## config.mk

```make
export PLATFORM = sky130hd
export DESIGN_NAME = cross_clock_bus_filter
export DESIGN_NICKNAME = d
export VERILOG_FILES = /design/src/rtl/cross_clock_bus_filter.sv
export SDC_FILE = /design/constraint.sdc
export NUM_CORES = 1
export LEC_CHECK = 0
export CAP_MARGIN = 20
export CORE_MARGIN = 2
export CORE_UTILIZATION = 29
export DETAILED_ROUTE_END_ITERATION = 8
export GPL_TIMING_DRIVEN = 1
export SLEW_MARGIN = 20
export SYNTH_ARGS = -nofsm -noshare
export SYNTH_HDL_FRONTEND = slang
export SYNTH_SLANG_ARGS = --single-unit
```

## constraint.sdc

```tcl
create_clock -name out_clk -period 9.1 [get_ports out_clk]
set_clock_uncertainty 0.2 [all_clocks]
set_input_delay 1.82 -clock out_clk [delete_from_list [all_inputs] [get_ports out_clk]]
set_output_delay 1.82 -clock out_clk [all_outputs]
set_load 0.005 [all_outputs]
```

## src/rtl/cross_clock_bus_filter.sv

```systemverilog
// Purpose: per-channel synchroniser and stability filter for an asynchronous multi-channel bus.
// Latency: a steady new value appears on out_data SYNC_STAGES+STABLE_CYCLES+1 edges after s[0] captures it.
// Backpressure: none; outputs are registered level values plus a one-cycle update pulse per channel.
// Optional feature: define CROSS_CLOCK_BUS_FILTER_STUCK_DETECT_EN to build the per-channel stuck-input timer.
module cross_clock_bus_filter #(
    parameter int DATA_WIDTH     = 8,
    parameter int CHANNELS       = 4,
    parameter int SYNC_STAGES    = 2,
    parameter int STABLE_CYCLES  = 2,
    parameter int TIMEOUT_CYCLES = 256
) (
    input  logic                           out_clk,
    input  logic                           rst,
    input  logic [CHANNELS*DATA_WIDTH-1:0] in_data,
    output logic [CHANNELS*DATA_WIDTH-1:0] out_data,
    output logic [CHANNELS-1:0]            out_update,
    output logic [CHANNELS-1:0]            out_valid,
    output logic [CHANNELS-1:0]            out_unstable
);

    localparam int CW = $clog2(STABLE_CYCLES + 1);
    localparam int FW = $clog2(SYNC_STAGES + 2);
    localparam logic [FW-1:0] FILL_DONE = FW'(SYNC_STAGES + 1);

    // Right after reset the sync chain and prev hold cleared flops, not samples.
    // Comparisons only count once both s_last and prev carry real samples, so a
    // post-reset value (zero included) is accepted at the normal latency.
    logic [FW-1:0] r_fill;
    logic          w_cmp_en;

    assign w_cmp_en = (r_fill == FILL_DONE);

    // Count edges since reset until the sampling pipeline is primed.
    always_ff @(posedge out_clk or posedge rst) begin
        if (rst) begin
            r_fill <= '0;
        end else if (r_fill != FILL_DONE) begin
            r_fill <= r_fill + FW'(1);
        end
    end

    for (genvar c = 0; c < CHANNELS; c++) begin : g_ch
        logic [DATA_WIDTH-1:0] r_sync [SYNC_STAGES];
        logic [DATA_WIDTH-1:0] r_prev;
        logic [CW-1:0]         r_cnt;
        logic [DATA_WIDTH-1:0] r_out;
        logic                  r_upd;
        logic                  r_vld;
        logic [DATA_WIDTH-1:0] w_in;
        logic [DATA_WIDTH-1:0] w_slast;
        logic                  w_same;
        logic                  w_accept;
        logic                  w_differs;

        assign w_in      = in_data[c*DATA_WIDTH +: DATA_WIDTH];
        assign w_slast   = r_sync[SYNC_STAGES-1];
        assign w_same    = w_cmp_en && (w_slast == r_prev);
        assign w_accept  = w_same && (r_cnt >= CW'(STABLE_CYCLES - 1));
        assign w_differs = (w_slast != r_out) || !r_vld;

        // Plain flop chain: no logic between stages.
        always_ff @(posedge out_clk or posedge rst) begin
            if (rst) begin
                for (int i = 0; i < SYNC_STAGES; i++) begin
                    r_sync[i] <= '0;
                end
            end else begin
                r_sync[0] <= w_in;
                for (int i = 1; i < SYNC_STAGES; i++) begin
                    r_sync[i] <= r_sync[i-1];
                end
            end
        end

        // Track the previous synchronised sample and the saturating run length.
        always_ff @(posedge out_clk or posedge rst) begin
            if (rst) begin
                r_prev <= '0;
                r_cnt  <= '0;
            end else begin
                r_prev <= w_slast;
                if (!w_same) begin
                    r_cnt <= '0;
                end else if (r_cnt != CW'(STABLE_CYCLES)) begin
                    r_cnt <= r_cnt + CW'(1);
                end
            end
        end

        // Load a newly accepted value and pulse update only when the word changes or is first valid.
        always_ff @(posedge out_clk or posedge rst) begin
            if (rst) begin
                r_out <= '0;
                r_upd <= 1'b0;
                r_vld <= 1'b0;
            end else if (w_accept && w_differs) begin
                r_out <= w_slast;
                r_upd <= 1'b1;
                r_vld <= 1'b1;
            end else begin
                r_upd <= 1'b0;
            end
        end

        assign out_data[c*DATA_WIDTH +: DATA_WIDTH] = r_out;
        assign out_update[c] = r_upd;
        assign out_valid[c]  = r_vld;

`ifdef CROSS_CLOCK_BUS_FILTER_STUCK_DETECT_EN
        localparam int TW = $clog2(TIMEOUT_CYCLES + 1);
        logic [TW-1:0] r_timer;
        logic          r_uns;

        // Age an unresolved pending change; any accept or a settled match restarts it.
        always_ff @(posedge out_clk or posedge rst) begin
            if (rst) begin
                r_timer <= '0;
            end else if (w_accept || !w_differs) begin
                r_timer <= '0;
            end else if (r_timer != TW'(TIMEOUT_CYCLES)) begin
                r_timer <= r_timer + TW'(1);
            end
        end

        // Flag sets as the timer reaches its limit and holds until the next accept.
        always_ff @(posedge out_clk or posedge rst) begin
            if (rst) begin
                r_uns <= 1'b0;
            end else if (w_accept) begin
                r_uns <= 1'b0;
            end else if (w_differs && (r_timer == TW'(TIMEOUT_CYCLES - 1))) begin
                r_uns <= 1'b1;
            end
        end

        assign out_unstable[c] = r_uns;
`else
        assign out_unstable[c] = 1'b0;
`endif
    end

endmodule
```

### Yosys cells after proc, flatten, opt, wreduce, memory -nomap -nowiden

Index checks and enable logic that the tools add are counted.

| word-level totals | value |
|---|---|
| latch bits | 0 |
| ROM bits | 0 |
| bits in writable memories | 0 |
| memories kept | 0 |
| register bits after elaboration | 146 |

| cells by class | value |
|---|---|
| muxes and demuxes | 12 |
| bitwise logic cells | 0 |
| reduce and logical (&&, ||, !) cells | 20 |
| add/sub/neg operators | 5 |
| equality and inequality tests | 18 |
| shifts and indexed selects | 0 |
| multipliers | 0 |
| order comparisons | 4 |
| divide/modulo/power cells | 0 |

Operator list:

| kind | count |
|---|---|
| $eq A8 B8 Y1 | 4 |
| $ne A8 B8 Y1 | 4 |
| $mux W2 | 8 |
| $logic_and A1 B1 Y1 | 12 |
| $add A2 B1 Y2 const B | 5 |
| $ne A2 B2 Y1 const B | 5 |
| $ge A2 B1 Y1 const B | 4 |
| $ne A2 B1 Y1 const B | 4 |
| $logic_not A1 Y1 | 4 |
| $logic_or A1 B1 Y1 | 4 |
| $mux W1 | 4 |
| $eq A2 B2 Y1 const B | 1 |

### Depth between registers and ports, before layout

Gate-level depths: netlist of run 1.

| depth | value |
|---|---|
| depth in word-level cells | 5 |
| mapped depth | 6 |
| gate-level depth less buffers | 6 |

### Least setup slack after synthesis of run 1

No wires, ideal clock.

| timing path | value |
|---|---|
| path kind | register -> output |
| from | register g_ch[0].r_vld |
| to | output out_valid[0] |
| data arrival time | 0.505 ns |
| stages on the path, launching flop included | 2 |
| slack | 6.575 ns |
| data required time | 7.080 ns |
| cell sequence | dfrtp_1 -> buf_4 |

RTL lines:

| element | line | source |
|---|---|---|
| start: declaration | 48 | `logic r_vld;` |
| start signal: assignment | 95 | `r_vld <= 1'b0;` |
| start signal: assignment | 99 | `r_vld <= 1'b1;` |
| end: declaration | 17 | `output logic [CHANNELS-1:0] out_valid,` |

No word-level cell between the ends.

### Final worst setup path of run 1

| timing path | value |
|---|---|
| from | register g_ch[3].r_out[1] |
| to | output out_data[25] |

RTL lines:

| element | line | source |
|---|---|---|
| start: declaration | 46 | `logic [DATA_WIDTH-1:0] r_out;` |
| start signal: assignment | 97 | `r_out <= w_slast;` |
| end: declaration | 15 | `output logic [CHANNELS*DATA_WIDTH-1:0] out_data,` |

No word-level cell between the ends.

==> results of run 1 <==
## final cells by class
cell class / count / area, um^2
fillers: 1689 / 11100
flip-flops and latches: 146 / 3650
multi-input cells: 196 / 1590
repair buffers: 74 / 742
clock buffers: 19 / 453
well taps: 229 / 287
clock inverters: 12 / 180
inverters: 9 / 38.8
## how the worst max path moves through the flow
stage,from,depth (start not counted),slack (ns),to
after CTS,rst,3,5.46,g_ch[2].r_cnt[1]
after global placement,rst,3,5.08,g_ch[2].r_sync[14]
after detailed placement,rst,3,5.03,g_ch[2].r_out[6]
final,g_ch[3].r_out[1],1,5.73,out_data[25]
after floorplan,rst,1,3.16,g_ch[0].r_cnt[0]
after global routing,rst,3,5.59,g_ch[2].r_prev[2]
## cell families (layout without fill, tap and decap cells)
logic type,count (synthesis),in the layout,share of synthesized area (%)
xor+xnor,65,65,10.6
flops,146,146,68.2
other cells,1,4,0.0700
buf+inv,22,114,2.40
compound gates,2,2,0.327
fa+ha+maj,9,9,2.10
mux,37,37,7.68
simple gates,79,79,8.64
## worst register-to-register path, stage by stage (launching register included)
cell,delay [ns]
dfrtp_1,0.37
ha_1,0.48
nor3b_1,0.30
nand3_1,0.22
nor2_1,0.48
mux2_2,0.40
## cell usage in the layout (no fill, tap or decap)
master / n
dfrtp_1: 146
clkdlybuf4s50_1: 73
xnor2_1: 47
mux2_2: 33
xor2_1: 18
nor2_1: 17
clkbuf_16: 17
nand3_1: 12
nor3_1: 10
ha_1: 9
inv_1: 8
nand4_1: 7
nor2b_1: 6
nand2_1: 5
mux2i_1: 4
conb_1: 4
bufinv_16: 4
nand2b_1: 3
nor4_1: 3
nor3b_1: 3
nand4b_1: 3
inv_6: 3
and2b_2: 2
and4_1: 2
or2_2: 2
nor4_2: 2
clkinv_2: 2
clkinvlp_4: 2
clkinv_4: 2
clkbuf_8: 2
and3_1: 1
a31oi_1: 1
nor4b_4: 1
a21boi_2: 1
buf_6: 1
## metrics by stage
stage	power (mW)	setup slack, ns
after CTS	1.50	5.46
after global placement	0.755	5.08
final	1.48	5.73
after floorplan	0.731	3.16
after detailed placement	0.757	5.03
after global routing	1.54	5.59
## registers in the layout (all words and copies together), names as in the netlist
signal / count
g_ch.r_upd: 4
g_ch.r_prev: 32
r_fill: 2
g_ch.r_vld: 4
g_ch.r_cnt: 8
g_ch.r_sync: 32
g_ch.w_slast: 32
g_ch.r_out: 32
## layer usage
| layer | share of wire, % | global-route usage (%) | vias up |
|---|---|---|---|
| met5 | 0 | 0 | - |
| met3 | 4.0 | 3.25 | 15 |
| li1 | - | - | 1377 |
| met1 | 44 | 12.5 | 1432 |
| met4 | 2.2 | 4.74 | 0 |
| met2 | 50 | 15.1 | 59 |
## power by group
| part | switching, mW | leakage, nW | internal, mW |
|---|---|---|---|
| logic | 0.0273 | 0.845 | 0.0297 |
| registers | 0.0150 | 1.81 | 0.671 |
| clock network | 0.262 | 0.306 | 0.473 |
| total | 0.304 | 2.96 | 1.17 |
==> summary.txt, run 1 <==
Critical path
  – RR Startpoint: r_fill[0]
  – Setup CP Type: flip-flop to output pin
  – R2R depth: 5
  – R2r setup slk: 6.53 ns
  – WP buf/inv: 1
  – Critical path startpoint category: flip-flop
  – Cell family with most CP delay: buffers and inverters
  – R2R Path End: g_ch[3].r_out[0]
  – Critical Path RT: 7.08 ns
  – Critical Path AT: 1.35 ns
  – Critical path cell sequence: clkdlybuf4s50_1
  – Crit. End Element: output pin
  – CP Max Fanout: 3
  – Max incr delay on CP: 0.53 ns
  – Slowest CP cell: clkdlybuf4s50_1

Status
  – Outcome: complete, no violations

Run
  – Max cap viols: 0

Cells and area
  – P&R area growth vs syn: 29.5%
  – Design area: 0.00694 mm^2
  – Share of layout cells above drive strength 1: between 15 and 20%
  – Non-filler cells, final: 685
  – Finished Core Util: 38.5%
  – # diodes: 0
  – Net count, final: 487

Placed design
  – Post-DP Area: 0.00631 mm^2
  – Routability cong.: 0.686
  – Hpwl dp: 5960 um
  – Port Buf Inserts: 73
  – Placed cell count: 654

CTS
  – Clock sink count: 146
  – Hold buffers post-CTS: 0
  – H-tree levels: 4
  – Root Driver: clkbuf_16
  – # Post-CTS Setup Buffers: 0
  – TritonCTS clock tree: yes
  – Post-cts sizing count: 0
  – CTS max path bufs: 2
  – Num CTS Buffers: 17
  – Worst-path clk slew: around 0.060 ns
  – Worst skew pair latency: 0.41 ns

Die
  – Die height: 140 um
  – Top-level I/O count: 78
  – Die ar.: 0.0196 mm^2
  – Cell Rows: 49
  – Core area: about 0.018 mm^2
  – Initial Util: 29.7%
  – Die width: ~140 um

Timing
  – Hold slack: roughly 0.14 ns
  – Final setup violation count: 0
  – Final period util: 37.0%
  – Worst-Margin Slew: 0.753 ns
  – Final slew viol count: 0
  – Fin crit period: about 3.4 ns
  – TNS Setup: 0 ns
  – F_max: slightly below 0.3 GHz
  – Relative max-transition margin: about 50%
  – Final number of hold-violating endpoints: 0
  – RSZ-0062 raised after global routing: false

Logic synthesis
  – Ys flop type: dfrtp_1
  – Post-synth top area share: 68.2%
  – Synth area leaders: dfrtp_1, xnor2_1, mux2_2, xor2_1, ha_1
  – Post-Syn Instances: 361
  – Avg Inst Size Synth: approximately 15 um^2
  – EDFF count, synth: 0
  – Most common cell in the synthesized netlist: dfrtp_1
  – Synth unique cells: 28
  – Asr flop ratio synth: 100%
  – Yosys reg bits: 146
  – Leading area contributor after synthesis: dfrtp_1
  – Sequential area share after synthesis: 68.2%
  – Commonest cells in the netlist: dfrtp_1, xnor2_1, mux2_2, xor2_1, nor2_1
  – Yosys Warn Count: 0
  – Mapped Area: 0.00536 mm^2

Detailed routing
  – DRC: 0
  – DR WL/cell: approximately 13 um
  – Vias: 2883
  – Final ANT Viol Nets: 0
  – First-pass DRT Iterations: 4
  – Initial DRC count: 113
  – DRT Wirelength: 8630 um
  – Post-DR vias/cell: ~4.2

Global route
  – Largest net degree at the start of global routing: 86
  – Global-route wire length before repair: approximately 15000 um
  – Initial antenna violation count: 0
  – Vias in the first global route: 3103
  – All-Layer GR Usage: 9.81%
  – GRT overflow: 0

Power and ir drop
  – Leak: between 2 and 3 nW
  – Max VDD drop: 0.119 mV
  – Power Density: 213 mW/mm^2

Min path
  – Hold path cells: 0
  – Hold crit path type: flip-flop to flip-flop
  – Min-delay src: g_ch[3].r_sync[11]
  – Worst Hold End: g_ch[3].w_slast[3]
Note: power is estimated with default switching activity, not from simulation.
==> run 2, diff against run 1 <==
==> constraint.sdc (replaced) <==
create_clock -name out_clk -period 2.74 [get_ports out_clk]
set_clock_uncertainty 0.2 [all_clocks]
set_input_delay 0.548 -clock out_clk [delete_from_list [all_inputs] [get_ports out_clk]]
set_output_delay 0.548 -clock out_clk [all_outputs]
set_load 0.005 [all_outputs]
==> summary.txt, run 2 (same netlist as run 1, synthesis figures left out) <==
CTS
  – H-tree levels: 4 (unchanged)
  – Post-cts sizing count: 0 (unchanged)
  – Root Driver: clkbuf_16
  – Clock sink count: 146 (unchanged)
  – Hold buffers post-CTS: 0 (unchanged)
  – Worst-path clk slew: 0.06 ns (about the same)
  – CTS max path bufs: 2 (unchanged)
  – Worst skew pair latency: 0.41 ns (about the same)
  – TritonCTS clock tree: yes
  – Num CTS Buffers: 17 (unchanged)
  – # Post-CTS Setup Buffers: 0 (unchanged)

Placed design
  – DP Worst Slack: 0.427 ns (-4.60 ns)
  – Hpwl dp: 6190 um (+3.8%)
  – Placed cell count: 657 (+0.46%)
  – Port Buf Inserts: 73 (unchanged)
  – Post-DP Area: 0.00634 mm^2 (+0.54%)
  – Routability cong.: 0.729 (+6.3%)

Die
  – Die width: 140 um (unchanged)
  – Core area: 0.0180 mm^2 (unchanged)
  – Cell Rows: 49 (unchanged)
  – Die height: 140 um (unchanged)
  – Top-level I/O count: 78 (unchanged)
  – Die ar.: 0.0196 mm^2 (unchanged)
  – Initial Util: 29.7% (unchanged)

Detailed routing
  – Vias: 2867 (-0.55%)
  – Final ANT Viol Nets: 0 (unchanged)
  – DRT Wirelength: 8700 um (+0.82%)
  – First-pass DRT Iterations: 3 (-1)
  – Initial DRC count: 74 (-35%)
  – DR WL/cell: 12.6 um (+0.38%)
  – DRC: 0 (unchanged)
  – Post-DR vias/cell: 4.17 (-0.99%)

Timing
  – Worst-Margin Slew: 0.541 ns (-0.212 ns)
  – Final setup violation count: 0 (unchanged)
  – Final number of hold-violating endpoints: 0 (unchanged)
  – Setup ws final: 0.458 ns (-5.27 ns)
  – Final slew viol count: 0 (unchanged)
  – Relative max-transition margin: 63.8% (+14 points)
  – TNS Setup: 0 ns (unchanged)
  – RSZ-0062 raised after global routing: false
  – Final period util: 83.3%
  – F_max: 0.438 GHz
  – Fin crit period: 2.28 ns

Cells and area
  – Non-filler cells, final: 688 (+0.44%)
  – P&R area growth vs syn: 28.8%
  – Commonest non-fill, non-tap cells in the layout: dfrtp_1, clkdlybuf4s50_1, xnor2_1, mux2_2, xor2_1
  – Net count, final: 490 (+0.62%)
  – Fillers: 1728 (+2.3%)
  – # diodes: 0 (unchanged)
  – Share of layout cells above drive strength 1: 16.6% (+0.33 points)
  – Design area: 0.00691 mm^2 (-0.54%)
  – Most common cell after layout, fill and taps aside: dfrtp_1

Critical path
  – Critical path cell sequence: ha_1 -> buf_4 -> nand2_1 -> nor4_2 -> a21boi_2 -> mux2_2
  – Cell family with most CP delay: compound AO/OA/AOI/OAI gates
  – Crit. End Element: flip-flop
  – Slowest CP cell: a21boi_2
  – Critical Path AT: 2.37 ns (+1.02 ns)
  – Max incr delay on CP: 0.47 ns (-0.06 ns)
  – Critical path startpoint category: flip-flop
  – Setup CP Type: flip-flop to flip-flop
  – CP Max Fanout: 7 (+4)
  – WP buf/inv: 1 (unchanged)
  – Critical Path RT: 2.83 ns (-4.25 ns)

Global route
  – Vias in the first global route: 3077 (-0.84%)
  – Initial antenna violation count: 0 (unchanged)
  – Largest net degree at the start of global routing: 78 (-9.3%)
  – GRT overflow: 0 (unchanged)
  – All-Layer GR Usage: 9.83% (+0.017 points)
  – Global-route wire length before repair: 15000 um (-0.87%)

Power and ir drop
  – Power Density: 677 mW/mm^2 (+220%)
  – Max VDD drop: 0.422 mV (+250%)
  – Leak: 2.94 nW (-0.44%)
  – Overall power: 4.67 mW (+220%)

Run
  – Max cap viols: 0 (unchanged)

Min path
  – Hold crit path type: flip-flop to flip-flop

Status
  – Outcome: complete, no violations
-- run 2: changes by cell type in the layout (fill, tap and decap cells not counted), sizes merged --
cell / previous run / this run
buf: 1 / 4
bufinv: 4 / 2
clkbuf: 19 / 18
clkinv: 4 / 8
inv: 11 / 10
-- run 2: through the flow --
stage / utilization [%] / hold slack [ns]
final: 38.3 / 0.146
after global routing: 38.3 / 0.152
after CTS: 38.3 / 0.148
after detailed placement: 35.2 / 0.135
after global placement: 35.2 / 0.132
after floorplan: - / 0.131
-- run 2: worst register-to-register path: stages (launching register included) --
cell	delay [ns]
dfrtp_1	0.37
ha_1	0.24
buf_4	0.20
nand2_1	0.08
nor4_2	0.22
a21boi_2	0.47
mux2_2	0.39
-- run 2: report_power, final --
group	leakage, nW	internal, mW	switching, mW
clock	0.280	1.33	0.865
sequential	1.81	2.23	0.0492
combinational	0.858	0.102	0.0919
-- run 2: worst paths after layout --
kind / from / endpoint / slack (ns) / cells after the start
max reg2reg: r_fill[0] / g_ch[0].r_out[2] / 0.46 / 6
min reg2reg: g_ch[2].r_sync[12] / g_ch[2].w_slast[4] / 0.15 / 0
min in group asynchronous: rst / g_ch[0].r_sync[9] / 0.39 / 3
max: r_fill[0] / g_ch[0].r_out[2] / 0.46 / 6
max in group asynchronous: rst / g_ch[1].w_slast[0] / 1.51 / 3
min: g_ch[2].r_sync[12] / g_ch[2].w_slast[4] / 0.15 / 0
-- run 2: per-layer routing --
metal	share of wire, %	global-route usage [%]
met1	42	11.3
met2	51	16.0
met3	5.5	4.58
met4	1.4	3.89
met5	0	0
-- run 2: final cells by class --
cell class / instances / area, um^2 / share of cell area, %
multi-input combinational: 196 / 1590 / 23.0
clock buffer: 18 / 429 / 6.21
timing repair buffer: 77 / 773 / 11.2
clock inverter: 13 / 136 / 1.97
sequential: 146 / 3650 / 52.9
tap: 229 / 287 / 4.15
inverter: 9 / 37.5 / 0.544
